## src/rtl/pipeline_exec_ctrl.sv

```systemverilog
// Execution sequencer for the five-stage MIPS pipeline.
// Drives the shared stage enable from debug-unit commands (run, single-step,
// pause, clear) and drains the pipeline automatically after a HALT so the
// last write-back commits before the pipeline freezes. Also keeps the
// executed-cycle count reported to the host.
//
// state   | meaning
// --------+---------------------------------------------------------------
// S_IDLE  | frozen, waiting for a command
// S_RUN   | free-running, stage enable high every cycle
// S_STEP  | one enabled cycle, then back to idle
// S_DRAIN | HALT seen; DRAIN_CYCLES enabled cycles retire older instrs
// S_DONE  | program finished, only CLEAR leaves
module pipeline_exec_ctrl #(
    parameter int N_BITS       = 32,
    parameter int DRAIN_CYCLES = 4
) (
    input  logic              i_clk,
    input  logic              i_reset,
    input  logic              i_cmd_valid,
    input  logic [1:0]        i_cmd,
    output logic              o_cmd_ready,
    input  logic              i_halt_detect,
    output logic              o_valid,
    output logic              o_flush,
    output logic              o_busy,
    output logic              o_done,
    output logic [N_BITS-1:0] o_cycle_count
);

    localparam logic [1:0] CMD_RUN   = 2'd0;
    localparam logic [1:0] CMD_STEP  = 2'd1;
    localparam logic [1:0] CMD_PAUSE = 2'd2;
    localparam logic [1:0] CMD_CLEAR = 2'd3;

    localparam logic [3:0] DRAIN_LOAD = 4'(DRAIN_CYCLES - 1);

    typedef enum logic [2:0] {
        S_IDLE,
        S_RUN,
        S_STEP,
        S_DRAIN,
        S_DONE
    } state_t;

    state_t            state_q, state_d;
    logic [3:0]        drain_q, drain_d;
    logic              flush_q;
    logic              clear_d;
    logic              cmd_acc;
    logic              valid;
    logic [N_BITS-1:0] count_q;

    assign valid       = (state_q == S_RUN) || (state_q == S_STEP) || (state_q == S_DRAIN);
    assign o_cmd_ready = (state_q == S_IDLE) || (state_q == S_RUN) || (state_q == S_DONE);
    assign cmd_acc     = i_cmd_valid && o_cmd_ready;

    assign o_valid       = valid;
    assign o_busy        = valid;
    assign o_done        = (state_q == S_DONE);
    assign o_flush       = flush_q;
    assign o_cycle_count = count_q;

    // Next-state decode; HALT in RUN wins over a same-edge command, which is
    // still consumed and has no effect.
    always_comb begin
        state_d = state_q;
        drain_d = drain_q;
        clear_d = 1'b0;
        case (state_q)
            S_IDLE: begin
                if (cmd_acc) begin
                    case (i_cmd)
                        CMD_RUN:   state_d = S_RUN;
                        CMD_STEP:  state_d = S_STEP;
                        CMD_CLEAR: clear_d = 1'b1;
                        default:   state_d = S_IDLE;
                    endcase
                end
            end
            S_RUN: begin
                if (i_halt_detect) begin
                    state_d = S_DRAIN;
                    drain_d = DRAIN_LOAD;
                end else if (cmd_acc && (i_cmd == CMD_PAUSE)) begin
                    state_d = S_IDLE;
                end else if (cmd_acc && (i_cmd == CMD_CLEAR)) begin
                    state_d = S_IDLE;
                    clear_d = 1'b1;
                end
            end
            S_STEP: begin
                if (i_halt_detect) begin
                    state_d = S_DRAIN;
                    drain_d = DRAIN_LOAD;
                end else begin
                    state_d = S_IDLE;
                end
            end
            S_DRAIN: begin
                if (drain_q == 4'd0) begin
                    state_d = S_DONE;
                end else begin
                    drain_d = drain_q - 4'd1;
                end
            end
            S_DONE: begin
                if (cmd_acc && (i_cmd == CMD_CLEAR)) begin
                    state_d = S_IDLE;
                    clear_d = 1'b1;
                end
            end
            default: state_d = S_IDLE;
        endcase
    end

    // State, drain down-counter and flush pulse registers.
    always_ff @(posedge i_clk) begin
        if (i_reset) begin
            state_q <= S_IDLE;
            drain_q <= 4'd0;
            flush_q <= 1'b0;
        end else begin
            state_q <= state_d;
            drain_q <= drain_d;
            flush_q <= clear_d;
        end
    end

    // Executed-cycle counter: saturating, CLEAR beats the increment.
    always_ff @(posedge i_clk) begin
        if (i_reset || clear_d) begin
            count_q <= '0;
        end else if (valid && (count_q != {N_BITS{1'b1}})) begin
            count_q <= count_q + N_BITS'(1);
        end
    end

endmodule

```

## config.mk

```make
export PLATFORM = sky130hd
export DESIGN_NAME = pipeline_exec_ctrl
export DESIGN_NICKNAME = d
export VERILOG_FILES = /design/src/rtl/pipeline_exec_ctrl.sv
export SDC_FILE = /design/constraint.sdc
export NUM_CORES = 1
export LEC_CHECK = 0
export CELL_PAD_IN_SITES_DETAIL_PLACEMENT = 1
export CELL_PAD_IN_SITES_GLOBAL_PLACEMENT = 2
export CORE_MARGIN = 10
export CORE_UTILIZATION = 26
export DETAILED_ROUTE_END_ITERATION = 7
export PLACE_DENSITY_LB_ADDON = 0.1
export SETUP_SLACK_MARGIN = 0.2
export SLEW_MARGIN = 20
export SYNTH_ARGS = -nofsm -noshare
export SYNTH_HDL_FRONTEND = slang
export SYNTH_SLANG_ARGS = --single-unit
```

## constraint.sdc

```tcl
create_clock -name i_clk -period 2.1 [get_ports i_clk]
set_input_delay 0.315 -clock i_clk [delete_from_list [all_inputs] [get_ports i_clk]]
set_output_delay 0.315 -clock i_clk [all_outputs]
set_load 0.1 [all_outputs]
```

==> results_dict.tcl <==
set metrics [dict create \
    routedWlPerCell_um 17.38 \
    finalHoldViolations 0 \
    cts-root-buf "clkbuf_8" \
    rr_worst_depth 5 \
    worstPathMaxFanout 3 \
    clock_tree.htree_level_count 2 \
    slew_viol_final 0 \
    worstSetupEndpoint "o_cycle_count[25]$_SDFFE_PP0P_" \
    finish.instance_area_sq_um 3288 \
    switching_power_mw 0.4515 \
    combinationalPowerShare_pct 15.2 \
    hpwl_um 5482 \
    fmax_ghz 0.5058 \
    synth_cell_types 38 \
    die_width_um 109.6 \
    worst_r2r_startpoint "o_cycle_count[11]$_SDFFE_PP0P_" \
    route.vias.total 2352 \
    cts_tree "done" \
    layout_setup_ws_ns 0.1229 \
    required_ns 2.34 \
    grt_pass1_vias 2392 \
    clock-sinks 40 \
    post_layout_nonfiller_instances 450 \
    rr_endpoint "o_cycle_count[25]$_SDFFE_PP0P_" \
    numPortBuffers 42 \
    clock-skew-final_ns 0.01401 \
    synth_edf_count 0 \
    antenna_cells_inserted 0 \
    post-route-period-util_pct 94.15 \
    holdCritPathClass "reg2reg" \
    average_vias_per_placed_instance 5.227 \
    cts_made_buffers 5 \
    cellInternalPower_mw 1.091 \
    data_arrival_critical_path_ns 2.22 \
    register_area_share_after_synthesis_pct 38.35 \
    ys_ff_latch 40 \
    postSynthCellCount 266 \
    preCtsSetupSlack_ns -0.03867 \
    globalRoute.totalOverflow 0 \
    switching_share_pct 29.28 \
    first_pass_grt_wire_length_um 11910 \
    syn_std_cell_area_sq_um 2088 \
    cts-root-to-sink-buffers 2 \
    pwr-share-clk_pct 36.4 \
    start_util_pct 26.88 \
    rsz0062_at_grt "yes" \
    dr.first_iter.drc_count 57 \
    worst_slew_pin_slew_ns 0.8094 \
    ioPinCount 43 \
    antenna_left 0 \
    worst_setup_path_start_kind "flip-flop" \
    share_of_flip_flops_with_an_asynchronous_set_or_reset_after_synthesis_pct 0 \
    vertical_die_dimension_um 109.6 \
    avgSynthCellArea_sq_um 7.851 \
    row_count 32 \
    ys.warnings.count 0 \
    drt_pass_1_iters 5 \
    drc_errors 0 \
    regToRegSetupSlack_ns 0.12 \
    dominantRegCellSynth "dfxtp_1" \
    max-cap-violations 0 \
    num-nets-final 356 \
    total_power_mw 1.542 \
    core_area_sq_um 7767 \
    drive_gt1_share_pct 43.39 \
    p_seq_share_pct 48.4 \
    total_routed_wirelength_um 7823 \
    min_delay_path_depth 2 \
    final.hold.worst_slack_ns 0.4992 \
    worst-setup-path-type "reg2reg" \
    grt_use_total_pct 12.38 \
    worstSetupEndpointType "flip-flop" \
    result_of_the_run "finished, final reports clean" \
    area.growth.synth_to_final_pct 57.46 \
    antenna_found_initial 0 \
    period_minus_slack_ns 1.977 \
    clock_insertion_delay_worst_skew_ns 0.30 \
    finalSetupViolCount 0 \
    die_area_sq_um 12020 \
    crit_path_start "o_cycle_count[11]$_SDFFE_PP0P_" \
    place.gp.congestion 0.7419 \
    clk_pin_slew_ns 0.09 \
    post_dp_cell_area_sq_um 2905 \
    cellPowerDensity_nw_per_um2 469.0 \
    leakagePower_nw 1.221 \
    worst_ir_drop_vdd_mv 0.2437 \
    largest_net_degree_at_the_start_of_global_routing 29 \
    numPlacedInstances 427 \
    postSynthNetCount 275 \
    max-slew-margin-rel_pct 45.47 \
]
cells by family after synthesis:
group,Yosys count,synth area share (%)
compound gates,70,19.53
xor+xnor,4,1.678
flops,40,38.35
buf+inv,20,3.895
fa+ha+maj,3,1.798
simple gates,129,34.75
state kept, by name, summed over array words and instances (netlist names):
signal and count:
o_cycle_count 32, state_q 3, drain_q 4, o_flush 1
layout make-up:
cell class / instances / area (sq um)
Clock buffer: 7 / 86.33
Clock inverter: 1 / 6.256
Fill cell: 957 / 4479
Inverter: 7 / 26.28
Multi-Input combinational cell: 207 / 1389
Sequential cell: 40 / 898.4
Tap cell: 102 / 127.6
Timing Repair Buffer: 86 / 754.5
power by group through the flow:
stage               Sequential (mW)  Combinational (mW)  Clock [mW]
finish                        0.746               0.234       0.562
global route                  0.748               0.254       0.616
detailed placement            0.763               0.232           0
CTS                           0.746               0.234       0.582
global placement              0.763               0.231           0
floorplan                     0.782               0.121           0
synth_stat cells (3+ instances only):
cell type / n / share of area [%]
a21oi_1: 26 / 6.2
and2_1: 3 / 0.90
and4_1: 3 / 1.3
clkbuf_1: 10 / 1.8
dfxtp_1: 40 / 38
ha_1: 3 / 1.8
inv_1: 7 / 1.3
nand2_1: 22 / 4.0
nand2b_1: 3 / 0.90
nand3_1: 9 / 2.2
nand3b_1: 3 / 1.1
nand4_1: 14 / 4.2
nor2_1: 17 / 3.1
nor3_1: 7 / 1.7
nor4_1: 7 / 2.1
o211ai_1: 7 / 2.5
o21ai_0: 24 / 5.8
or2_2: 3 / 0.90
or3_1: 23 / 6.9
or4_1: 11 / 4.0
xnor2_1: 3 / 1.3
cell usage in the layout (no fill, tap or decap), types with 3 or more instances in the layout:
cell type / Yosys / layout
inv_1: 7 / 7
dfxtp_4: 0 / 23
o211ai_1: 7 / 7
nor4_1: 7 / 3
dfxtp_2: 0 / 9
nor4_4: 0 / 3
nand3_1: 9 / 9
nand3b_1: 3 / 3
or4_4: 0 / 4
or3_1: 23 / 17
and4_1: 3 / 3
nand2b_1: 3 / 3
or4_1: 11 / 7
a21oi_2: 0 / 6
clkbuf_8: 0 / 6
or3_4: 0 / 6
a21oi_1: 26 / 20
buf_4: 1 / 73
clkdlybuf4s50_1: 0 / 5
nor3_1: 7 / 6
buf_12: 0 / 4
nand2_1: 22 / 22
dfxtp_1: 40 / 8
nand4_1: 14 / 14
nor2_1: 17 / 17
o21ai_0: 24 / 21
xnor2_1: 3 / 3
critical path, stage by stage, from the launching register on:
cell and delay, ns:
dfxtp_4 0.37, nand4_4 0.11, or4_4 0.56, or4_4 0.43, or3_4 0.34, a21oi_2 0.12
layer usage:
metal	wire (um)	vias up	share of wire, %	track usage (%)
met3	335	6	4.3	2.750
li1	-	1164	-	-
met5	0	-	0	0
met1	3512	1147	45	15.01
met2	3893	35	50	21.25
met4	82	0	1.0	3.903
how the worst min path moves through the flow:
stage | from | end | slack [ns]
detailed placement | o_cycle_count[31]$_SDFFE_PP0P_ | o_cycle_count[31]$_SDFFE_PP0P_ | 0.49
finish | o_cycle_count[31]$_SDFFE_PP0P_ | o_cycle_count[31]$_SDFFE_PP0P_ | 0.50
CTS | o_cycle_count[31]$_SDFFE_PP0P_ | o_cycle_count[31]$_SDFFE_PP0P_ | 0.51
global route | o_cycle_count[31]$_SDFFE_PP0P_ | o_cycle_count[31]$_SDFFE_PP0P_ | 0.54
global placement | o_cycle_count[31]$_SDFFE_PP0P_ | o_cycle_count[31]$_SDFFE_PP0P_ | 0.48
floorplan | drain_q[3]$_SDFFE_PP0P_ | drain_q[3]$_SDFFE_PP0P_ | 0.46
per-stage QoR:
| stage | setup TNS [ns] | util (%) |
|---|---|---|
| floorplan | -0.1579 | - |
| global placement | 0 | 37.40 |
| detailed placement | -0.04023 | 37.40 |
| CTS | 0 | 39.16 |
| global route | 0 | 42.33 |
| finish | 0 | 42.33 |
timing repair:
item,in CTS,in global routing
cloned,0,3
gates resized for setup,4,30
endpoints found under the setup margin,12,30
hold buffers,0,0
pin swaps,4,12
buffers inserted,3,9
Note: power is estimated with default switching activity, not from simulation.
